[src/rtl/uart_tx_cfg.sv]
// Configurable UART transmitter: start bit, DATA_BITS LSB-first, optional parity, STOP_BITS stop bits.
// Define UART_TX_PARITY_EN at compile time to insert a parity bit (even, or odd with PARITY_ODD=1).
module uart_tx_cfg #(
  parameter int CLK_FREQ   = 50000000,
  parameter int BAUD       = 115200,
  parameter int DATA_BITS  = 8,
  parameter int STOP_BITS  = 1,
  parameter int PARITY_ODD = 0
) (
  input  logic                 clk,
  input  logic                 rst,
  input  logic                 en,
  input  logic [DATA_BITS-1:0] data,
  output logic                 ready,
  output logic                 done,
  output logic                 txd
);

  localparam int DIV = CLK_FREQ / BAUD;
  localparam int CW  = (DIV > 1) ? $clog2(DIV) : 1;
  localparam logic [CW-1:0] DIV_LAST  = CW'(DIV - 1);
  localparam logic [2:0]    DATA_LAST = 3'(DATA_BITS - 1);
  localparam logic [2:0]    STOP_LAST = 3'(STOP_BITS - 1);

  if (DATA_BITS < 5 || DATA_BITS > 8) begin : g_bad_data_bits
    $error("uart_tx_cfg: DATA_BITS must be 5..8");
  end
  if (STOP_BITS != 1 && STOP_BITS != 2) begin : g_bad_stop_bits
    $error("uart_tx_cfg: STOP_BITS must be 1 or 2");
  end
  if (PARITY_ODD != 0 && PARITY_ODD != 1) begin : g_bad_parity_odd
    $error("uart_tx_cfg: PARITY_ODD must be 0 or 1");
  end
  if (DIV < 2) begin : g_bad_div
    $error("uart_tx_cfg: CLK_FREQ/BAUD must be at least 2");
  end

`ifdef UART_TX_PARITY_EN
  typedef enum logic [2:0] {IDLE, START, DATA, PARITY, STOP} state_t;
`else
  typedef enum logic [2:0] {IDLE, START, DATA, STOP} state_t;
`endif

  state_t               state, state_n;
  logic [CW-1:0]        div_cnt, div_n;
  logic [2:0]           bit_cnt, bit_n;
  logic [DATA_BITS-1:0] shreg, sh_n;
  logic                 txd_n, done_n;
  logic                 bit_end;
`ifdef UART_TX_PARITY_EN
  logic                 par_q, par_n;
`endif

  assign bit_end = (div_cnt == DIV_LAST);
  assign ready   = (state == IDLE);

  // NOTE: every comb output gets a default first, so no path through the case can infer a latch.
  always_comb begin
    state_n = state;
    div_n   = div_cnt + CW'(1);
    bit_n   = bit_cnt;
    sh_n    = shreg;
    txd_n   = txd;
    done_n  = 1'b0;
`ifdef UART_TX_PARITY_EN
    par_n   = par_q;
`endif
    unique case (state)
      IDLE: begin
        div_n = '0;
        if (en) begin
          sh_n    = data;
          state_n = START;
          txd_n   = 1'b0;
          bit_n   = '0;
`ifdef UART_TX_PARITY_EN
          par_n   = (^data) ^ PARITY_ODD[0];
`endif
        end
      end
      START: begin
        if (bit_end) begin
          div_n   = '0;
          state_n = DATA;
          txd_n   = shreg[0];
        end
      end
      DATA: begin
        if (bit_end) begin
          div_n = '0;
          sh_n  = shreg >> 1;
          if (bit_cnt == DATA_LAST) begin
            bit_n   = '0;
`ifdef UART_TX_PARITY_EN
            state_n = PARITY;
            txd_n   = par_q;
`else
            state_n = STOP;
            txd_n   = 1'b1;
`endif
          end else begin
            bit_n = bit_cnt + 3'd1;
            txd_n = shreg[1];
          end
        end
      end
`ifdef UART_TX_PARITY_EN
      PARITY: begin
        if (bit_end) begin
          div_n   = '0;
          state_n = STOP;
          txd_n   = 1'b1;
        end
      end
`endif
      STOP: begin
        txd_n = 1'b1;
        if (bit_end) begin
          div_n = '0;
          if (bit_cnt == STOP_LAST) begin
            bit_n   = '0;
            state_n = IDLE;
            done_n  = 1'b1;
          end else begin
            bit_n = bit_cnt + 3'd1;
          end
        end
      end
      default: begin
        state_n = IDLE;
        txd_n   = 1'b1;
        div_n   = '0;
        bit_n   = '0;
      end
    endcase
  end

  // NOTE: state uses non-blocking assignments so every register samples pre-edge values.
  always_ff @(posedge clk) begin
    if (rst) begin
      state   <= IDLE;
      div_cnt <= '0;
      bit_cnt <= '0;
      shreg   <= '0;
      txd     <= 1'b1;
      done    <= 1'b0;
`ifdef UART_TX_PARITY_EN
      par_q   <= 1'b0;
`endif
    end else begin
      state   <= state_n;
      div_cnt <= div_n;
      bit_cnt <= bit_n;
      shreg   <= sh_n;
      txd     <= txd_n;
      done    <= done_n;
`ifdef UART_TX_PARITY_EN
      par_q   <= par_n;
`endif
    end
  end

endmodule

[config.mk]
export PLATFORM = sky130hd
export DESIGN_NAME = uart_tx_cfg
export DESIGN_NICKNAME = d
export VERILOG_FILES = /design/src/rtl/uart_tx_cfg.sv
export SDC_FILE = /design/constraint.sdc
export NUM_CORES = 1
export LEC_CHECK = 0
export ABC_AREA = 1
export CAP_MARGIN = 30
export CORE_MARGIN = 1
export CORE_UTILIZATION = 55
export DETAILED_ROUTE_END_ITERATION = 16
export PLACE_DENSITY = 0.82
export SYNTH_ARGS = -nofsm -noshare
export SYNTH_HDL_FRONTEND = slang
export SYNTH_SLANG_ARGS = --single-unit
[constraint.sdc]
create_clock -name clk -period 3.4 [get_ports clk]
set_input_delay 1.02 -clock clk [delete_from_list [all_inputs] [get_ports clk]]
set_output_delay 1.02 -clock clk [all_outputs]
set_load 0.005 [all_outputs]
* Word level (Yosys, flattened, before mapping)
Index checks and enable logic that the tools add are counted.
Cells by class: add/subtract/negate cells 2, equal/unequal tests 11, muxes and demuxes 22, bitwise gates (word level) 4, reduce and logical (&&, ||, !) cells 10
Operators with widths (count):
- 3-bit two-way mux | 11
- 3-bit one-hot mux with 4 select lines | 2
- 8-bit two-way mux | 2
- 8-bit one-hot mux with 2 select lines | 1
- 2-bit != test, second input constant | 6
- 9-bit by 1-bit adder with 9-bit output, second input constant | 1
- 9-bit == test, second input constant | 1
- 3-bit OR reduction | 3
- 3-bit by 2-bit == test with 1-bit output, second input constant | 2
- 3-bit zero test | 2
- 3-bit AND reduction | 2
- 6-bit AND reduction | 1
- 1-bit two-way mux | 5
- 1-bit inverter | 4
- 4-bit AND reduction | 1
- 3-bit by 1-bit adder with 3-bit output, second input constant | 1
- 3-bit by 1-bit == test with 1-bit output, second input constant | 1
- 3-bit == test, second input constant | 1
- 1-bit one-hot mux with 3 select lines | 1
- 2-bit nonzero test | 1
Storage, ports and cells: register bits 25, bits of input ports 11, output and inout port bits 3, word-level logic and storage cells 55

* Logic depth before layout (Yosys ltp)
Gate-level depths: netlist of the first run.
depth in word-level cells 4, depth in mapped cells 11, mapped depth without buffers 11

* Worst setup path after synthesis of the first run
OpenSTA, ideal clock, no wires.
path kind input to register, from in en, to reg bit_cnt[0], library setup time 110 ps, arrival time 1655 ps, required time 3290 ps, setup slack 1635 ps, stages on the path 8, path buffers 1, cell sequence nor2_4 -> inv_1 -> buf_2 -> nand2_2 -> nor2_2 -> nand2_1 -> nand2_1 -> nor2_1
Between the ends: word-level cells in the longest chain between the ends 2
Ends and longest elaborated chain:
- start: declaration | line 12 | input logic en,
- 2-bit != test (no source line)
- 4-bit AND reduction (no source line)
- end signal: assignment | line 153 | bit_cnt <= bit_n;
- end: declaration | line 46 | logic [2:0] bit_cnt, bit_n;
Every way passes these cells. A chain may end at the register's enable or synchronous reset.

* Worst setup path in the final report of the first run
from reg state[1], to out ready
Between the ends: word-level cells in the longest chain between the ends 1
Ends and longest elaborated chain:
- start: declaration | line 44 | state_t state, state_n;
- start signal: assignment | line 151 | state <= state_n;
- 3-bit zero test | line 55 | assign ready = (state == IDLE);
- end: declaration | line 14 | output logic ready,
Every way passes these cells.

==> flow_metrics.tcl, run 1 <==
set metrics [dict create \
    cp_num_buf_inv 2 \
    initial_core_util_pct 60.20 \
    rsz0062_at_grt "no" \
    path_class "reg -> out" \
    dp_slack_ps 955.5 \
    cts_tree "built" \
    grt_pass1_vias 1162 \
    ctsHoldBuffers 0 \
    grt_pass1_wl_um 4767 \
    synth_warnings 0 \
    viasPerCell 5.128 \
    slew_violations 0 \
    place.gp.congestion 0.7711 \
    fp.dieW_um 51.91 \
    syn_area_um2 1370 \
    layout_worst_path_cycle_share_pct 75.04 \
    p_leak_nw 0.7373 \
    drcViolationCount 0 \
    fillers 190 \
    synth_fp_nets 215 \
    setup_tns_ps 0 \
    synth_top_area_cell "dfxtp_1" \
    post_cts_buffers 0 \
    cp_cell_sequence "inv_1 -> ha_1 -> clkdlybuf4s50_1" \
    setup_viol 0 \
    port_buffers 13 \
    final_nets 229 \
    syn_inst 194 \
    clk_latency_ps 320 \
    synth_cell_types 26 \
    numClockSinks 24 \
    cts_buffers 3 \
    wirelength_um 2595 \
    drive_gt1_share_pct 9.662 \
    synthTopCellsByArea "dfxtp_1 35%, nand2_1 15%, ha_1 9.1%" \
    final.setup_skew_ps 7.203 \
    yosysSeqAreaShare_pct 35.07 \
    fmax_mhz 391.9 \
    cp.required_ps 2380 \
    cpMaxStageDelayCell "clkdlybuf4s50_1" \
    worst_pin_slew_ps 482.8 \
    start_kind "flip-flop" \
    root_buffer "clkbuf_4" \
    area_growth_pct 14.16 \
    die-area_um2 2695 \
    hp-class "reg -> reg" \
    grt_max_degree 17 \
    vdd_drop_max_mv 0.6443 \
    antenna_found_initial 0 \
    fin_util_pct 68.72 \
    timing.rr.start "state[0]$_SDFFE_PP0P_" \
    crit_fanout 5 \
    cts_resized 0 \
    place_hpwl_um 1909 \
    vias 1205 \
    ys_ff_latch 24 \
    wl_per_cell_um 11.04 \
    core_area_um2 2276 \
    ant_nets 0 \
    layout_commonest_cell "nand2_1" \
    worstPathArrival_ps 1530 \
    synth_top_area_share_pct 35.07 \
    post-route-min-period_ps 2551 \
    startpoint "state[1]$_SDFFE_PP0P_" \
    drv_cap 0 \
    ios 14 \
    cp_slowest_stage_delay_ps 460 \
    firstDrtPassIters 4 \
    antenna-diode-count 0 \
    final_hold_viol_count 0 \
    hp-start "div_cnt[0]$_SDFF_PP0_" \
    worst_slack_ps 848.5 \
    crit_path_end_kind "output pin" \
    powerDensity_nw_per_um2 860.8 \
    syn_area_per_cell_um2 7.062 \
    drt_iter0_drc 25 \
    critPathTopFamily "buffers and inverters" \
    overflow 0 \
    status "complete, no violations" \
    layout_common_cells "55 x nand2_1, 24 x inv_1, 24 x dfxtp_1" \
    clock_path_buffers 2 \
    cts_max_level 1 \
    dieHeight_um 51.91 \
    path_clk_slew_ps 130 \
    relSlewSlack_pct 67.78 \
    grtUsageTotal_pct 23.71 \
    fp-row-count 17 \
]
metrics by stage:
stage / area (µm²) / power (W) / hold WS (ps) / instances
floorplan: 1370 / 0.0009857 / 433.4 / 194
global placement: 1511 / 0.001104 / 442.3 / 231
detailed placement: 1511 / 0.001129 / 464.3 / 231
CTS: 1564 / 0.001343 / 487.5 / 235
global route: 1564 / 0.001484 / 533.7 / 235
finish: 1564 / 0.001346 / 487.9 / 235
logic make-up (layout without fill, tap and decap cells):
group | count (synthesis) | in the layout | share of synthesized area [%]
flip-flops | 24 | 24 | 35.07
AO/OA/AOI/OAI | 25 | 25 | 10.78
adder cells (fa/ha/maj) | 10 | 10 | 9.132
AND/OR/NAND/NOR | 105 | 105 | 35.43
buffers and inverters | 28 | 41 | 8.310
XOR/XNOR | 2 | 2 | 1.279
report_power, final:
| group | switching [W] | total, W | internal [W] | leakage, nW |
|---|---|---|---|---|
| Sequential | 0.0000525 | 0.000415 | 0.000362 | 0.197 |
| Combinational | 0.000455 | 0.000723 | 0.000268 | 0.513 |
| Clock | 0.0000891 | 0.000208 | 0.000119 | 0.0279 |
sequential cells by signal, indices dropped and copies added, names as in the netlist:
| name | cells |
|---|---|
| bit_cnt | 3 |
| div_cnt | 9 |
| done | 1 |
| shreg | 8 |
| state | 2 |
| txd | 1 |
worst paths after layout:
check	endpoint	slack, ps	depth (start not counted)
setup reg to reg	state[0]$_SDFFE_PP0P_	1420	8
hold / removal	div_cnt[0]$_SDFF_PP0_	490	1
setup / recovery	ready	850	3
hold reg to reg	div_cnt[0]$_SDFF_PP0_	490	1
synthesized netlist by cell type (all sizes together):
cell type,n
buf,3
nor2,28
ha,10
dfxtp,24
inv,24
nor3,3
nand3,10
or2,1
a21oi,14
nand4,1
nand2,60
clkbuf,1
xor2,2
o21ai,11
nor3b,1
and3,1
area by class of cell:
| class | count | area [µm²] | share of cell area [%] |
|---|---|---|---|
| Clock buffer | 3 | 22.52 | 1.440 |
| Tap cell | 28 | 35.03 | 2.240 |
| Timing Repair Buffer | 13 | 130.1 | 8.320 |
| Clock inverter | 1 | 30.03 | 1.920 |
| Sequential cell | 24 | 480.5 | 30.72 |
| Inverter | 24 | 90.09 | 5.760 |
| Multi-Input combinational cell | 142 | 775.7 | 49.60 |
layer usage:
metal	GRT usage, %	vias up	part of all wire, %
li1	-	630	-
met1	29.42	552	47
met2	41.24	19	48
met3	3.509	4	3.6
met4	8.108	0	1.0
met5	0	-	0
No activity file was read; power rests on OpenSTA's default activity.
==> inputs of run 2 (changes only) <==
--- a/config.mk
+++ b/config.mk
@@ -8,9 +8,9 @@
 export ABC_AREA = 1
 export CAP_MARGIN = 30
 export CORE_MARGIN = 1
-export CORE_UTILIZATION = 55
+export CORE_UTILIZATION = 50
 export DETAILED_ROUTE_END_ITERATION = 16
-export PLACE_DENSITY = 0.82
+export PLACE_DENSITY = 0.78
 export SYNTH_ARGS = -nofsm -noshare
 export SYNTH_HDL_FRONTEND = slang
 export SYNTH_SLANG_ARGS = --single-unit
==> constraint.sdc (replaced) <==
create_clock -name clk -period 2.3 [get_ports clk]
set_input_delay 0.69 -clock clk [delete_from_list [all_inputs] [get_ports clk]]
set_output_delay 0.69 -clock clk [all_outputs]
set_load 0.005 [all_outputs]
==> flow_metrics.tcl, run 2 (same netlist as run 1, synthesis figures left out) <==
set metrics [dict create \
    worst_pin_slew_ps 467.7 \
    hold_end "txd$_SDFFE_PP1P_" \
    start_kind "flip-flop" \
    powerDensity_nw_per_um2 1259 \
    setup_tns_ps 0 \
    final_hold_viol_count 0 \
    fp.dieW_um 54.35 \
    timing.rr.start "state[0]$_SDFFE_PP0P_" \
    holdWs_ps 485.1 \
    largestRegisters "div_cnt (9), shreg (8), bit_cnt (3)" \
    grt_pass1_wl_um 4616 \
    dp_slack_ps 203.0 \
    multi_input_area_um2 775.7 \
    crit_fanout 5 \
    largest_register_ff_count 9 \
    port_buffers 13 \
    crit_path_end_kind "output pin" \
    overflow 0 \
    slew_violations 0 \
    initial_core_util_pct 54.32 \
    whs_path_depth 2 \
    numClockSinks 24 \
    core_area_um2 2522 \
    cp.required_ps 1610 \
    fillers 223 \
    path_class "reg -> out" \
    clk_latency_ps 320 \
    setup_viol 0 \
    status "complete, no violations" \
    drcViolationCount 0 \
    antenna_found_initial 0 \
    path_clk_slew_ps 130 \
    firstDrtPassIters 4 \
    reg2reg_to "state[1]$_SDFFE_PP0P_" \
    wl_per_cell_um 11.10 \
    wirelength_um 2664 \
    seqCellArea_um2 483.0 \
    hp-class "reg -> reg" \
    largest_register "div_cnt" \
    viasPerCell 5.017 \
    ff2ff_setup_slack_ps 560 \
    drv_cap 0 \
    post-route-min-period_ps 2238 \
    cts_buffers 3 \
    layout_common_cells "55 x nand2_1, 24 x inv_1, 23 x nor2_1" \
    layout_worst_path_cycle_share_pct 97.30 \
    worstPathArrival_ps 1550 \
    relSlewSlack_pct 68.78 \
    final.setup_skew_ps 1.765 \
    drt_iter0_drc 24 \
    grt_max_degree 15 \
    cts_max_level 1 \
    ant_nets 0 \
    r2r_cells 8 \
    final_nets 232 \
    grtUsageTotal_pct 21.69 \
    hp-start "txd$_SDFFE_PP1P_" \
    rsz0062_at_grt "no" \
    clock_path_buffers 2 \
    worst_slack_ps 62.09 \
    place.gp.congestion 0.8024 \
    p_leak_nw 0.7528 \
    post_cts_buffers 0 \
    vias 1204 \
    cts_tree "built" \
    grt_pass1_vias 1138 \
    ios 14 \
    drive_gt1_share_pct 11.90 \
    root_buffer "clkbuf_4" \
    fmax_mhz 446.8 \
    dieHeight_um 54.35 \
    layout_commonest_cell "nand2_1" \
    place_hpwl_um 2039 \
    area_growth_pct 16.16 \
    antenna-diode-count 0 \
    fp-row-count 18 \
    vdd_drop_max_mv 0.8096 \
    die-area_um2 2953 \
]
## run 2: cell count changes in the layout (fill, tap and decap cells not counted), sizes merged
cell,delta
buf,+3
## run 2: power breakdown
part           switching, W  leakage, nW  total (W)  internal, W
sequential        0.0000803        0.197   0.000620     0.000540
clock              0.000132       0.0279   0.000308     0.000176
combinational      0.000668        0.527    0.00108     0.000408
total              0.000880        0.753    0.00200      0.00112
## run 2: area by class of cell
type	count	area share [%]
Clock buffer	3	1.415
Clock inverter	1	1.887
Inverter	24	5.660
Multi-Input combinational cell	142	48.74
Sequential cell	24	30.35
Tap cell	30	2.358
Timing Repair Buffer	16	9.591
## run 2: what timing repair did
item                       4_1_cts  5_1_grt
gates resized for setup          0        2
hold buffers                     0        0
setup endpoints to repair        0        1
## run 2: worst max path at each step
stage          slack, ps                  start                       to  depth (start not counted)
3_3_place_gp         250                     en    shreg[0]$_SDFFE_PP0P_                          6
3_5_place_dp         200                     en    shreg[2]$_SDFFE_PP0P_                          6
6_report              60  state[1]$_SDFFE_PP0P_                    ready                          3
2_1_floorplan        730  state[0]$_SDFFE_PP0P_  bit_cnt[0]$_SDFFE_PP0P_                         11
5_1_grt               20  state[1]$_SDFFE_PP0P_                    ready                          3
4_1_cts               20  state[1]$_SDFFE_PP0P_                    ready                          3
## run 2: metal layers
layer  track usage, %  wire (µm)
met5                0          0
met4            8.547         38
met3            2.778         84
met2            37.60       1288
met1            26.89       1251
## run 2: critical path, stage by stage, from the launching register on
cell and delay [ps]:
dfxtp_2 370, inv_1 100, ha_1 230, clkdlybuf4s50_1 530
## run 2: through the flow
stage / std cells / power, W / util [%] / cell area (µm²)
final: 240 / 0.002004 / 63.10 / 1592
after global routing: 240 / 0.002213 / 63.10 / 1592
after CTS: 240 / 0.002012 / 63.00 / 1589
after detailed placement: 236 / 0.001700 / 60.91 / 1536
after global placement: 236 / 0.001654 / 60.91 / 1536
after floorplan: 194 / 0.001457 / - / 1370
==> inputs of run 3 (changes only) <==
--- a/config.mk
+++ b/config.mk
@@ -10,6 +10,7 @@
 export CORE_MARGIN = 1
 export CORE_UTILIZATION = 50
 export DETAILED_ROUTE_END_ITERATION = 16
+export GPL_TIMING_DRIVEN = 0
 export PLACE_DENSITY = 0.78
 export SYNTH_ARGS = -nofsm -noshare
 export SYNTH_HDL_FRONTEND = slang
==> flow_metrics.tcl, run 3 (same netlist as run 1, synthesis figures left out) <==
set metrics [dict create \
    status "complete, no violations" \
    crit_path_end_kind "output pin" \
    final_nets 233 \
    use_met2_pct 37.40 \
    fp.dieW_um 54.35 \
    dieHeight_um 54.35 \
    viasPerCell 5.054 \
    hp-class "reg -> reg" \
    final_hold_viol_count 0 \
    overflow 0 \
    ios 14 \
    worst_pin_slew_ps 457.7 \
    start_kind "flip-flop" \
    wirelength_um 2635 \
    largestRegisters "div_cnt (9), shreg (8), bit_cnt (3)" \
    seqPwrFrac_pct 32.0 \
    cts_max_level 1 \
    grtUsageTotal_pct 20.82 \
    fp-row-count 18 \
    hold_end "txd$_SDFFE_PP1P_" \
    die-area_um2 2953 \
    drive_gt1_share_pct 11.85 \
    antenna_found_initial 0 \
    wl_per_cell_um 10.93 \
    ff2ff_setup_slack_ps 520 \
    powerDensity_nw_per_um2 1228 \
    drv_cap 0 \
    clk_latency_ps 310 \
    busiest_layer "met2" \
    vdd_drop_max_mv 0.7454 \
    reg2reg_to "bit_cnt[2]$_SDFFE_PP0P_" \
    initial_core_util_pct 54.32 \
    p_sw_w 0.0008808 \
    fin_util_pct 62.50 \
    port_buffers 13 \
    grt_max_degree 14 \
    root_buffer "clkbuf_4" \
    crit_fanout 5 \
    place.gp.congestion 0.7615 \
    area_growth_pct 15.07 \
    layout_worst_path_cycle_share_pct 95.28 \
    fmax_mhz 456.3 \
    p_leak_nw 0.7451 \
    path_class "reg -> out" \
    ctsHoldBuffers 0 \
    power.total_w 0.001936 \
    final_area_um2 1577 \
    grt_pass1_vias 1143 \
    dp_slack_ps 158.1 \
    largest_register_ff_count 9 \
    place_hpwl_um 1999 \
    numClockSinks 24 \
    p_sw_share_pct 45.49 \
    drt_iter0_drc 28 \
    cts_buffers 3 \
    clock_path_buffers 2 \
    met3_usage_pct 5.833 \
    clkPwrFrac_pct 11.6 \
    r2r_cells 11 \
    p_comb_share_pct 56.4 \
    use_met1_pct 24.54 \
    layout_commonest_cell "nand2_1" \
    placement.cell_area_um2 1538 \
    layout_common_cells "55 x nand2_1, 24 x inv_1, 23 x nor2_1" \
    setup_viol 0 \
    rsz0062_at_grt "no" \
    path_clk_slew_ps 130 \
    vias 1218 \
    cts_tree "built" \
    worst_slack_ps 108.6 \
    worstPathArrival_ps 1500 \
    setup_tns_ps 0 \
    final.setup_skew_ps 1.390 \
    slew_violations 0 \
    timing.rr.start "state[0]$_SDFFE_PP0P_" \
    startpoint "state[0]$_SDFFE_PP0P_" \
    core_area_um2 2522 \
    firstDrtPassIters 4 \
    relSlewSlack_pct 69.49 \
    ant_nets 0 \
    post-route-min-period_ps 2191 \
    antenna-diode-count 0 \
    hp-start "txd$_SDFFE_PP1P_" \
    grt_pass1_wl_um 4457 \
    largest_register "div_cnt" \
    whs_path_depth 2 \
    cp.required_ps 1610 \
    drcViolationCount 0 \
    p_int_w 0.001055 \
]
## run 3: per-layer routing
metal  share of wire (%)  vias to the layer above  routed length, µm
li1                    -                      641                  -
met1                  47                      557               1238
met2                  50                       16               1313
met3                 2.5                        4                 65
met4                0.65                        0                 17
met5                   0                        -                  0
## run 3: timing repair
action | 4_1_cts | 5_1_grt
setup endpoints to repair | 0 | 1
gates resized for setup | 0 | 2
buffers inserted | 0 | 0
## run 3: critical path, cell delays in order (launching register included)
cell and delay [ps]:
dfxtp_2 380, inv_1 90, ha_1 200, clkdlybuf4s50_1 520
## run 3: how the worst max path moves through the flow
stage                                    to  slack [ps]
floorplan           bit_cnt[0]$_SDFFE_PP0P_         730
global placement    bit_cnt[1]$_SDFFE_PP0P_         220
detailed placement  bit_cnt[2]$_SDFFE_PP0P_         160
CTS                                   ready          40
global route                          ready          30
finish                                ready         110
## run 3: layout make-up
cell class | count | area [µm²]
clock buffers | 4 | 36.28
flip-flops and latches | 24 | 483.0
repair buffers | 13 | 130.1
plain buffers | 4 | 23.77
well taps | 30 | 37.54
fillers | 236 | 945.9
inverters | 24 | 90.09
multi-input cells | 142 | 775.7
## run 3: per-stage QoR
stage | std cells | hold WS (ps)
5_1_grt | 241 | 506.7
2_1_floorplan | 194 | 433.4
4_1_cts | 241 | 485.2
6_report | 241 | 484.6
3_5_place_dp | 237 | 452.7
3_3_place_gp | 237 | 443.6
## run 3: power groups by stage
stage / combinational (W) / clock, W / sequential, W
final: 0.00109 / 0.000225 / 0.000619
after global routing: 0.00123 / 0.000253 / 0.000639
after global placement: 0.00105 / 0 / 0.000616
after floorplan: 0.000853 / 0 / 0.000604
after CTS: 0.00110 / 0.000235 / 0.000614
after detailed placement: 0.00109 / 0 / 0.000621
